## config.mk

```make
export PLATFORM = sky130hd
export DESIGN_NAME = alu_share_ctrl
export DESIGN_NICKNAME = d
export VERILOG_FILES = /design/src/rtl/alu_share_ctrl.sv
export SDC_FILE = /design/constraint.sdc
export NUM_CORES = 1
export LEC_CHECK = 0
export BUFFER_PORTS_ARGS = -buffer_cell sky130_fd_sc_hd__buf_2
export CORE_MARGIN = 4
export CORE_UTILIZATION = 48
export CTS_BUF_LIST = sky130_fd_sc_hd__clkbuf_16
export CTS_CLUSTER_DIAMETER = 30
export DETAILED_ROUTE_END_ITERATION = 8
export GPL_TIMING_DRIVEN = 0
export PLACE_DENSITY = 0.95
export SLEW_MARGIN = 20
export SYNTH_ARGS = -nofsm -noshare
export SYNTH_HDL_FRONTEND = slang
export SYNTH_SLANG_ARGS = --single-unit
```

## constraint.sdc

```tcl
create_clock -name clk -period 2.3 [get_ports clk]
set_input_delay 0.23 -clock clk [delete_from_list [all_inputs] [get_ports clk]]
set_output_delay 0.23 -clock clk [all_outputs]
set_load 0.01 [all_outputs]
```

## src/rtl/alu_share_ctrl.sv

```systemverilog
// rtl/alu_share_ctrl.sv - round-robin sharing of one combinational ALU between two requesters
//
// Ports:
//   clk, rst_n                  clock (rising edge), synchronous active-low reset
//   req_valid[1:0] / req_ready  per-requester request handshake (ready asserted combinationally in IDLE)
//   reqN_op / reqN_a / reqN_b   requester N opcode {mode,opsel} and operands
//   rsp_valid / rsp_ready       response handshake
//   rsp_id / rsp_result         issuing requester and captured ALU result
//   rsp_flags / rsp_err         captured {c,z,o,s} flags, illegal-opcode indication
//   alu_op1/op2/opsel/mode      registered operands and opcode driven to the ALU
//   alu_result, alu_c/z/o/s     combinational ALU outputs
//   busy                        controller is not idle

module alu_share_ctrl #(
    parameter int DWIDTH = 32
) (
    input  logic              clk,
    input  logic              rst_n,
    input  logic [1:0]        req_valid,
    output logic [1:0]        req_ready,
    input  logic [3:0]        req0_op,
    input  logic [DWIDTH-1:0] req0_a,
    input  logic [DWIDTH-1:0] req0_b,
    input  logic [3:0]        req1_op,
    input  logic [DWIDTH-1:0] req1_a,
    input  logic [DWIDTH-1:0] req1_b,
    output logic              rsp_valid,
    input  logic              rsp_ready,
    output logic              rsp_id,
    output logic [DWIDTH-1:0] rsp_result,
    output logic [3:0]        rsp_flags,
    output logic              rsp_err,
    output logic [DWIDTH-1:0] alu_op1,
    output logic [DWIDTH-1:0] alu_op2,
    output logic [2:0]        alu_opsel,
    output logic              alu_mode,
    input  logic [DWIDTH-1:0] alu_result,
    input  logic              alu_c,
    input  logic              alu_z,
    input  logic              alu_o,
    input  logic              alu_s,
    output logic              busy
);

    typedef enum logic [1:0] {
        IDLE = 2'd0,
        EXEC = 2'd1,
        RESP = 2'd2
    } state_t;

    state_t            state_q;
    logic              last_grant_q;
    logic              id_q;
    logic              err_q;
    logic [DWIDTH-1:0] alu_op1_q;
    logic [DWIDTH-1:0] alu_op2_q;
    logic [2:0]        alu_opsel_q;
    logic              alu_mode_q;
    logic              rsp_valid_q;
    logic              rsp_id_q;
    logic [DWIDTH-1:0] rsp_result_q;
    logic [3:0]        rsp_flags_q;
    logic              rsp_err_q;

    logic              accept_d;
    logic              grant_d;
    logic [3:0]        op_d;
    logic [DWIDTH-1:0] a_d;
    logic [DWIDTH-1:0] b_d;
    logic              illegal_d;

    // Grant selection: a lone requester wins; on a tie the one not served last wins.
    always_comb begin
        accept_d  = rst_n && (state_q == IDLE) && (req_valid != 2'b00);
        grant_d   = (req_valid == 2'b11) ? ~last_grant_q : req_valid[1];
        op_d      = grant_d ? req1_op : req0_op;
        a_d       = grant_d ? req1_a  : req0_a;
        b_d       = grant_d ? req1_b  : req0_b;
        illegal_d = (op_d == 4'h7) || (op_d == 4'hC) || (op_d == 4'hE) || (op_d == 4'hF);
        req_ready = 2'b00;
        if (accept_d) begin
            req_ready = grant_d ? 2'b10 : 2'b01;
        end
    end

    always_ff @(posedge clk) begin
        if (!rst_n) begin
            state_q      <= IDLE;
            last_grant_q <= 1'b1;
            id_q         <= 1'b0;
            err_q        <= 1'b0;
            alu_op1_q    <= '0;
            alu_op2_q    <= '0;
            alu_opsel_q  <= 3'd0;
            alu_mode_q   <= 1'b0;
            rsp_valid_q  <= 1'b0;
            rsp_id_q     <= 1'b0;
            rsp_result_q <= '0;
            rsp_flags_q  <= 4'd0;
            rsp_err_q    <= 1'b0;
        end else begin
            case (state_q)
                IDLE: begin
                    if (accept_d) begin
                        alu_op1_q    <= a_d;
                        alu_op2_q    <= b_d;
                        alu_opsel_q  <= op_d[2:0];
                        alu_mode_q   <= op_d[3];
                        id_q         <= grant_d;
                        err_q        <= illegal_d;
                        last_grant_q <= grant_d;
                        state_q      <= EXEC;
                    end
                end
                EXEC: begin
                    // The ALU has had a full cycle on the registered operands; capture it.
                    rsp_valid_q  <= 1'b1;
                    rsp_id_q     <= id_q;
                    rsp_err_q    <= err_q;
                    rsp_result_q <= err_q ? '0 : alu_result;
                    rsp_flags_q  <= err_q ? 4'd0 : {alu_c, alu_z, alu_o, alu_s};
                    state_q      <= RESP;
                end
                RESP: begin
                    if (rsp_ready) begin
                        rsp_valid_q <= 1'b0;
                        state_q     <= IDLE;
                    end
                end
                default: begin
                    state_q <= IDLE;
                end
            endcase
        end
    end

    assign alu_op1    = alu_op1_q;
    assign alu_op2    = alu_op2_q;
    assign alu_opsel  = alu_opsel_q;
    assign alu_mode   = alu_mode_q;
    assign rsp_valid  = rsp_valid_q;
    assign rsp_id     = rsp_id_q;
    assign rsp_result = rsp_result_q;
    assign rsp_flags  = rsp_flags_q;
    assign rsp_err    = rsp_err_q;
    assign busy       = (state_q != IDLE);

endmodule

```

==> results.py, run 1 <==
metrics = {
    "status": {
        "status": "complete, no violations",
    },
    "floorplan": {
        "initial_utilization": 0.490,
        "rows": 37,
        "die_w_um": 110,
        "die_h_um": 110,
        "dieArea_um2": 12200,
        "io_pins": 287,
        "core_area_um2": 10300,
    },
    "worst_setup_path": {
        "cp-endpoint": "req_ready[1]",
        "rr_endpoint": "alu_op2[3]",
        "worstSetupPathType": "register to output pin",
        "rr_startpoint": "state_q[1]",
        "worstPathCellList": "a21boi_2 > clkbuf_1 > nand4_1 > inv_1 > buf_2",
        "worstPathMaxFanout": 10,
        "crit_required_ns": 2.07,
        "critPathLaunch": "last_grant_q",
        "critical_path_arrival_ns": 1.87,
        "critPathMaxStageDelay_ns": 0.46,
        "crit_path_top_delay_cell": "clkbuf_1",
        "cp-start-kind": "register",
        "reg2reg_depth": 4,
        "cp-end-kind": "output pin",
        "r2r_setup_slack_ns": 0.70,
    },
    "synthesis": {
        "synth_top_area_frac": 0.445,
        "synth_cell_types": 30,
        "syn_area_per_cell_um2": 8.50,
        "synth_top_cell_by_area": "dfxtp_1",
        "synth_area_leaders": "dfxtp_1 45%, nand2_1 13%, a31oi_1 8.1%",
        "synth_edf_count": 0,
        "ys_warn_count": 0,
        "ys_ff_latch": 112,
        "seq_area_frac_synth": 0.445,
        "synthCells": 592,
        "synth-async-reset-ratio": 0,
        "syn_area_um2": 5030,
        "synthesis.nets": 769,
        "synth_ff_type": "dfxtp_1",
    },
    "flow_run": {
        "max-cap-violations": 0,
    },
    "layout": {
        "final_util": 0.672,
        "final_layout_size_suffix_gt1_frac": 0.399,
        "area.growth.synth_to_final_pct": 37.2,
        "nets": 1065,
        "seq_area_um2": 2240,
        "multi_input_area_um2": 2440,
        "num-fill-cells": 853,
    },
    "sta": {
        "relSlewSlack": 0.524,
        "maxSlewViolCount": 0,
        "fin_worst_skew_ns": 0.0134,
        "rsz0062_at_grt": "no",
        "finalHoldViolCount": 0,
        "worst_pin_slew_ns": 0.714,
        "setup_ws_ns": 0.199,
        "min_period_ns": 2.10,
        "period_share": 0.913,
        "fmax_mhz": 476,
        "setup_viol": 0,
        "setup-tns-final_ns": 0,
    },
    "clock_tree": {
        "post_cts_resize_count": 0,
        "h-tree-depth": 3,
        "cts.sinks": 112,
        "tritoncts": "built",
        "numCtsBuffers": 9,
        "clkTransAtPathRegs_ns": 0.08,
        "clock_latency_ns": 0.34,
        "cts_setup_buffers": 0,
        "cts_buffer_depth": 2,
        "holdBufCountCts": 0,
        "clockRootBuffer": "clkbuf_16",
    },
    "global_route": {
        "antenna_found_initial": 2,
        "grt_overflow": 0,
        "grt_usage": 0.282,
        "grt_pass1_vias": 5865,
        "grt_max_degree": 19,
        "grt_pass1_wl_um": 28700,
    },
    "routing": {
        "ant_nets": 0,
        "remaining_drc_errors": 0,
        "first_pass_iters": 5,
        "routed_wirelength_um": 18000,
        "vias": 5905,
        "wl_per_cell_um": 17.5,
        "drtIter0Drc": 525,
        "viasPerCell": 5.73,
    },
    "placement": {
        "io_buffers": 285,
        "place_hpwl_um": 14200,
        "dp_slack_ns": 0.540,
        "gp_congestion": 0.909,
    },
    "pwr": {
        "p_leak_nw": 3.15,
        "power.density_nw_per_um2": 700,
        "worst_ir_drop_vdd_mv": 0.379,
    },
    "hold_path": {
        "hp-class": "input pin to register",
    },
}
## critical path: cells and delay by family (launching register included)
family,cells,cell delay [ns]
AO/OA/AOI/OAI,1,0.24
buffers and inverters,3,0.70
flip-flops,1,0.35
AND/OR/NAND/NOR,1,0.23
## cell type report
type / count / area share
inverters: 5 / 0.00272
flip-flops and latches: 112 / 0.325
plain buffers: 68 / 0.0486
multi-input cells: 407 / 0.353
clock buffers: 9 / 0.0326
repair buffers: 285 / 0.207
clock inverters: 6 / 0.00634
well taps: 136 / 0.0246
diodes: 2 / 0.000725
## cell usage in the layout (no fill, tap or decap), types with 2 or more instances in the layout
cell type and n:
diode_2 2, clkinv_4 2, buf_2 304, a311oi_2 20
a21oi_1 41, o211ai_1 4, o21ai_0 4, inv_1 3
nand3_1 2, a311oi_1 46, buf_6 5, buf_1 3
mux2_2 2, nand3b_1 37, inv_6 2, nand2_1 170
clkbuf_16 9, dfxtp_1 112, a31oi_1 65, mux2i_1 3
inv_2 2, buf_4 5, nor2_1 3, clkbuf_1 36
## stage by stage
step	instances	power (mW)	hold slack (ns)	cell area, µm²
floorplan	592	2.91	0.390	5030
global placement	1013	3.39	0.435	6630
detailed placement	1013	3.42	0.443	6630
CTS	1028	4.85	0.134	6900
global route	1030	5.06	0.148	6910
finish	1030	4.83	0.141	6910
## where the power goes
part	internal (mW)	leakage, nW	switching (mW)
clock network	0.736	0.134	0.709
logic	0.499	2.10	0.691
registers	2.11	0.920	0.0939
## state kept, by name, indices dropped and copies added (netlist names)
register      cells
rsp_valid         1
rsp_err           1
state_q           2
alu_op2          32
alu_op1          32
err_q             1
alu_mode          1
id_q              1
alu_opsel         3
rsp_flags         4
rsp_result       32
last_grant_q      1
rsp_id            1
## metal layers
| layer | share of wire | track usage |
|---|---|---|
| met1 | 0.38 | 0.323 |
| met5 | 0 | 0 |
| met2 | 0.49 | 0.479 |
| met3 | 0.090 | 0.0712 |
| met4 | 0.046 | 0.152 |
## how the worst min path moves through the flow
stage / depth (start not counted) / to / startpoint
2_1_floorplan: 2 / alu_op1[0] / req0_a[0]
3_3_place_gp: 2 / rsp_result[12] / rsp_result[12]
3_5_place_dp: 2 / rsp_result[25] / rsp_result[25]
4_1_cts: 3 / alu_op1[20] / req0_a[20]
5_1_grt: 3 / alu_op1[1] / req0_a[1]
6_report: 3 / alu_op1[20] / req0_a[20]
## cells in the mapped netlist (2+ instances only)
| master | instances |
|---|---|
| o211ai_1 | 4 |
| nand2_1 | 170 |
| buf_6 | 5 |
| a311oi_1 | 46 |
| inv_2 | 2 |
| a21oi_1 | 41 |
| buf_1 | 3 |
| clkbuf_1 | 36 |
| buf_2 | 19 |
| mux2i_1 | 3 |
| inv_1 | 3 |
| a311oi_2 | 20 |
| nor2_1 | 3 |
| nand3b_1 | 37 |
| buf_4 | 5 |
| dfxtp_1 | 112 |
| a31oi_1 | 65 |
| mux2_2 | 2 |
| o21ai_0 | 4 |
| nand3_1 | 2 |
## logic make-up after synthesis
group | share of synthesized area
flops | 0.445
mux | 0.0104
compound gates | 0.277
simple gates | 0.197
buf+inv | 0.0703
Note: power is estimated with default switching activity, not from simulation.
==> run 2, diff against run 1 <==
--- a/config.mk
+++ b/config.mk
@@ -12,8 +12,9 @@
 export CTS_CLUSTER_DIAMETER = 30
 export DETAILED_ROUTE_END_ITERATION = 8
 export GPL_TIMING_DRIVEN = 0
-export PLACE_DENSITY = 0.95
+export PLACE_DENSITY = 0.93
 export SLEW_MARGIN = 20
 export SYNTH_ARGS = -nofsm -noshare
 export SYNTH_HDL_FRONTEND = slang
 export SYNTH_SLANG_ARGS = --single-unit
+export TNS_END_PERCENT = 30
==> results.py, run 2 (synthesis gave the netlist of run 1 again) <==
metrics = {
    "layout": {
        "final_util": 0.673,
        "area.growth.synth_to_final_pct": 37.3,
        "final_layout_size_suffix_gt1_frac": 0.400,
        "design_area_um2": 6910,
        "stdcell_count": 1030,
        "nets": 1065,
        "layout_commonest_cell": "buf_2",
        "layout_common_cells": "304 x buf_2, 170 x nand2_1, 112 x dfxtp_1",
    },
    "routing": {
        "route.layer.met1.wl_um": 6730,
        "wl_per_cell_um": 17.2,
        "ant_nets": 0,
        "vias": 5798,
        "remaining_drc_errors": 0,
        "routed_wirelength_um": 17800,
        "routed.top_layer": "met4",
        "viasPerCell": 5.63,
        "first_pass_iters": 5,
        "wl_met3_um": 1560,
        "met2WireLength_um": 8700,
        "drtIter0Drc": 530,
    },
    "placement": {
        "io_buffers": 285,
        "dpl-instance-area_um2": 6630,
        "place_hpwl_um": 13800,
        "gp_congestion": 0.955,
        "dp_slack_ns": 0.530,
        "placed_cells": 1013,
    },
    "sta": {
        "setup_ws_ns": 0.200,
        "rsz0062_at_grt": "no",
        "worst_pin_slew_ns": 0.682,
        "setup-tns-final_ns": 0,
        "period_share": 0.913,
        "fmax_mhz": 476,
        "setup_viol": 0,
        "relSlewSlack": 0.545,
        "fin_worst_skew_ns": 0.0102,
        "finalHoldViolCount": 0,
        "min_period_ns": 2.10,
        "maxSlewViolCount": 0,
    },
    "pwr": {
        "p_sw_frac": 0.311,
        "power.density_nw_per_um2": 704,
        "p_leak_nw": 3.16,
        "power_frac_comb": 0.243,
        "clkPwrFrac": 0.305,
        "worst_ir_drop_vdd_mv": 0.511,
        "p_sw_mw": 1.51,
        "p_seq_frac": 0.451,
        "internal-power_mw": 3.36,
    },
    "hold_path": {
        "hp-class": "input pin to register",
        "holdPathStages": 3,
        "worstHoldEndpoint": "alu_op1[18]",
        "min_from": "req0_a[18]",
    },
    "clock_tree": {
        "clkTransAtPathRegs_ns": 0.08,
        "clock_latency_ns": 0.34,
        "cts_setup_buffers": 0,
        "cts.sinks": 112,
        "cts_buffer_depth": 2,
        "tritoncts": "built",
        "post_cts_resize_count": 0,
        "clockRootBuffer": "clkbuf_16",
        "h-tree-depth": 3,
        "numCtsBuffers": 9,
        "holdBufCountCts": 0,
    },
    "worst_setup_path": {
        "cp-start-kind": "register",
        "r2r_setup_slack_ns": 0.70,
        "worstPathMaxFanout": 10,
        "rr_endpoint": "alu_op2[4]",
        "crit_required_ns": 2.07,
        "cp-end-kind": "output pin",
        "rr_startpoint": "last_grant_q",
        "reg2reg_depth": 5,
        "critical_path_arrival_ns": 1.87,
        "worstSetupPathType": "register to output pin",
    },
    "floorplan": {
        "rows": 37,
        "die_h_um": 110,
        "initial_utilization": 0.490,
        "core_area_um2": 10300,
        "dieArea_um2": 12200,
        "io_pins": 287,
        "die_w_um": 110,
    },
    "flow_run": {
        "max-cap-violations": 0,
    },
    "global_route": {
        "grt_overflow": 0,
        "grt_pass1_vias": 5729,
        "grt_max_degree": 20,
        "antenna_found_initial": 1,
        "grt_pass1_wl_um": 28000,
        "grt_usage": 0.276,
    },
    "status": {
        "status": "complete, no violations",
    },
}
==> run 2: stage by stage <==
stage	total power, mW	hold WS (ns)
after floorplan	2.91	0.390
after global placement	3.39	0.436
after detailed placement	3.42	0.440
after CTS	4.89	0.138
after global routing	5.09	0.150
final	4.87	0.149
==> run 2: final cells by class <==
| class | instances | area [µm²] |
|---|---|---|
| multi-input combinational | 407 | 2440 |
| tap | 136 | 170 |
| fill | 864 | 3360 |
| clock buffer | 9 | 225 |
| timing repair buffer | 285 | 1430 |
| clock inverter | 7 | 53.8 |
| antenna | 1 | 2.50 |
| buffer | 68 | 335 |
| sequential | 112 | 2240 |
| inverter | 5 | 18.8 |
==> run 2: worst max-delay path, cell delays in order (launching register included) <==
cell and delay (ns):
dfxtp_1 0.34, a21boi_2 0.27, clkbuf_1 0.45, nand4_1 0.23, inv_1 0.09, buf_2 0.15
==> run 2: worst max path at each step <==
stage                       startpoint      endpoint  slack [ns]  cells after the start
after floorplan             state_q[1]  req_ready[1]        0.98                      5
after global placement    req_valid[0]  req_ready[1]        0.54                      6
after detailed placement  req_valid[0]  req_ready[1]        0.53                      6
after CTS                 last_grant_q  req_ready[1]        0.19                      5
after global routing      last_grant_q  req_ready[1]        0.09                      5
final                     last_grant_q  req_ready[1]        0.20                      5
==> run 2: power by group through the flow <==
stage / combinational [mW] / clock [mW] / sequential (mW)
after floorplan: 0.606 / 0 / 2.31
after global placement: 1.16 / 0 / 2.23
after detailed placement: 1.18 / 0 / 2.24
after CTS: 1.18 / 1.51 / 2.19
after global routing: 1.30 / 1.58 / 2.22
final: 1.18 / 1.49 / 2.20
==> run 2: layer usage <==
metal | up-vias | global-route usage
met2 | 305 | 0.469
met4 | 0 | 0.126
met3 | 62 | 0.0751
met5 | - | 0
met1 | 2675 | 0.322
li1 | 2756 | -
==> run 3, diff against run 2 <==
==> constraint.sdc (replaced) <==
create_clock -name clk -period 2.3 [get_ports clk]
set_input_delay 0.345 -clock clk [delete_from_list [all_inputs] [get_ports clk]]
set_output_delay 0.345 -clock clk [all_outputs]
set_load 0.01 [all_outputs]
==> results.py, run 3 (synthesis gave the netlist of run 1 again) <==
metrics = {
    "clock_tree": {
        "clock_latency_ns": 0.34,
        "tritoncts": "built",
        "numCtsBuffers": 9,
        "clkTransAtPathRegs_ns": 0.07,
        "clockRootBuffer": "clkbuf_16",
        "holdBufCountCts": 0,
        "cts_setup_buffers": 0,
        "h-tree-depth": 3,
        "cts.sinks": 112,
        "cts_buffer_depth": 2,
    },
    "routing": {
        "vias": 5822,
        "wl_per_cell_um": 17.2,
        "first_pass_iters": 7,
        "remaining_drc_errors": 0,
        "routed_wirelength_um": 17700,
        "ant_nets": 0,
        "viasPerCell": 5.65,
        "drtIter0Drc": 533,
    },
    "layout": {
        "area.growth.synth_to_final_pct": 37.3,
        "nets": 1065,
        "layout_common_cells": "304 x buf_2, 170 x nand2_1, 112 x dfxtp_1",
        "final_util": 0.673,
        "stdcell_count": 1030,
        "final_layout_size_suffix_gt1_frac": 0.401,
        "layout_commonest_cell": "buf_2",
        "seq_area_um2": 2240,
        "multi_input_area_um2": 2440,
        "num-fill-cells": 865,
    },
    "sta": {
        "relSlewSlack": 0.545,
        "maxSlewViolCount": 0,
        "min_period_ns": 2.17,
        "fmax_mhz": 461,
        "rsz0062_at_grt": "no",
        "period_share": 0.942,
        "worst_pin_slew_ns": 0.683,
        "setup_ws_ns": 0.133,
        "fin_worst_skew_ns": 0.0101,
        "setup-tns-final_ns": 0,
        "setup_viol": 0,
        "finalHoldViolCount": 0,
    },
    "floorplan": {
        "io_pins": 287,
        "dieArea_um2": 12200,
        "initial_utilization": 0.490,
        "rows": 37,
        "die_h_um": 110,
        "die_w_um": 110,
        "core_area_um2": 10300,
    },
    "placement": {
        "io_buffers": 285,
        "dp_slack_ns": 0.300,
        "placed_cells": 1013,
        "place_hpwl_um": 13800,
        "gp_congestion": 0.955,
    },
    "worst_setup_path": {
        "critical_path_arrival_ns": 1.82,
        "cp-end-kind": "output pin",
        "crit_required_ns": 1.96,
        "cp-start-kind": "register",
        "worstSetupPathType": "register to output pin",
        "worstPathMaxFanout": 10,
    },
    "global_route": {
        "grt_pass1_vias": 5729,
        "grt_pass1_wl_um": 28000,
        "grt_usage": 0.276,
        "grt_max_degree": 20,
        "grt_overflow": 0,
        "antenna_found_initial": 1,
    },
    "status": {
        "status": "complete, no violations",
    },
    "flow_run": {
        "max-cap-violations": 0,
    },
    "pwr": {
        "p_leak_nw": 3.16,
        "power.density_nw_per_um2": 704,
        "power_mw": 4.87,
        "worst_ir_drop_vdd_mv": 0.507,
    },
    "hold_path": {
        "hp-class": "input pin to register",
    },
}
==> run 3: cell counts in the layout (fill, tap and decap cells not counted) <==
Identical to the previous run, type by type.
==> run 3: layer usage <==
| layer | vias to the layer above | part of all wire | track usage |
|---|---|---|---|
| met2 | 320 | 0.49 | 0.469 |
| met5 | - | 0 | 0 |
| li1 | 2758 | - | - |
| met3 | 65 | 0.090 | 0.0751 |
| met1 | 2679 | 0.38 | 0.322 |
| met4 | 0 | 0.044 | 0.126 |
==> run 3: worst max-delay path, stage by stage, from the launching register on <==
cell,delay [ns]
dfxtp_1,0.36
nor2_4,0.25
buf_4,0.23
buf_2,0.24
nand4_1,0.17
inv_1,0.09
buf_2,0.15
==> run 3: repair_timing <==
item                                    4_1_cts  5_1_grt
endpoints found under the setup margin        0        1
gates resized for setup                       0        2
hold endpoints to repair                      0        0
==> run 3: area by class of cell <==
| cell class | count | share of cell area |
|---|---|---|
| well taps | 136 | 0.0246 |
| plain buffers | 68 | 0.0487 |
| inverters | 5 | 0.00271 |
| repair buffers | 285 | 0.206 |
| clock buffers | 9 | 0.0326 |
| multi-input cells | 407 | 0.353 |
| diodes | 1 | 0.000362 |
| flip-flops and latches | 112 | 0.324 |
| clock inverters | 7 | 0.00778 |
==> run 3: per-stage QoR <==
stage                     hold WS, ns  instance area [µm²]
after floorplan                 0.432                 5030
after global routing            0.265                 6910
after detailed placement        0.440                 6630
final                           0.262                 6910
after CTS                       0.253                 6910
after global placement          0.436                 6630
==> run 3: report_power, final <==
group / total [mW] / switching, mW / internal (mW)
Clock: 1.49 / 0.736 / 0.750
Combinational: 1.18 / 0.685 / 0.499
Sequential: 2.20 / 0.0914 / 2.11
Total: 4.87 / 1.51 / 3.36
==> run 3: path summary, 6_finish.rpt <==
check,start,end,slack (ns),depth (start not counted)
max,state_q[1],req_ready[1],0.13,6
min,req0_a[18],alu_op1[18],0.26,3
max reg2reg,last_grant_q,alu_op2[4],0.70,5
min reg2reg,rsp_flags[3],rsp_flags[3],0.45,2
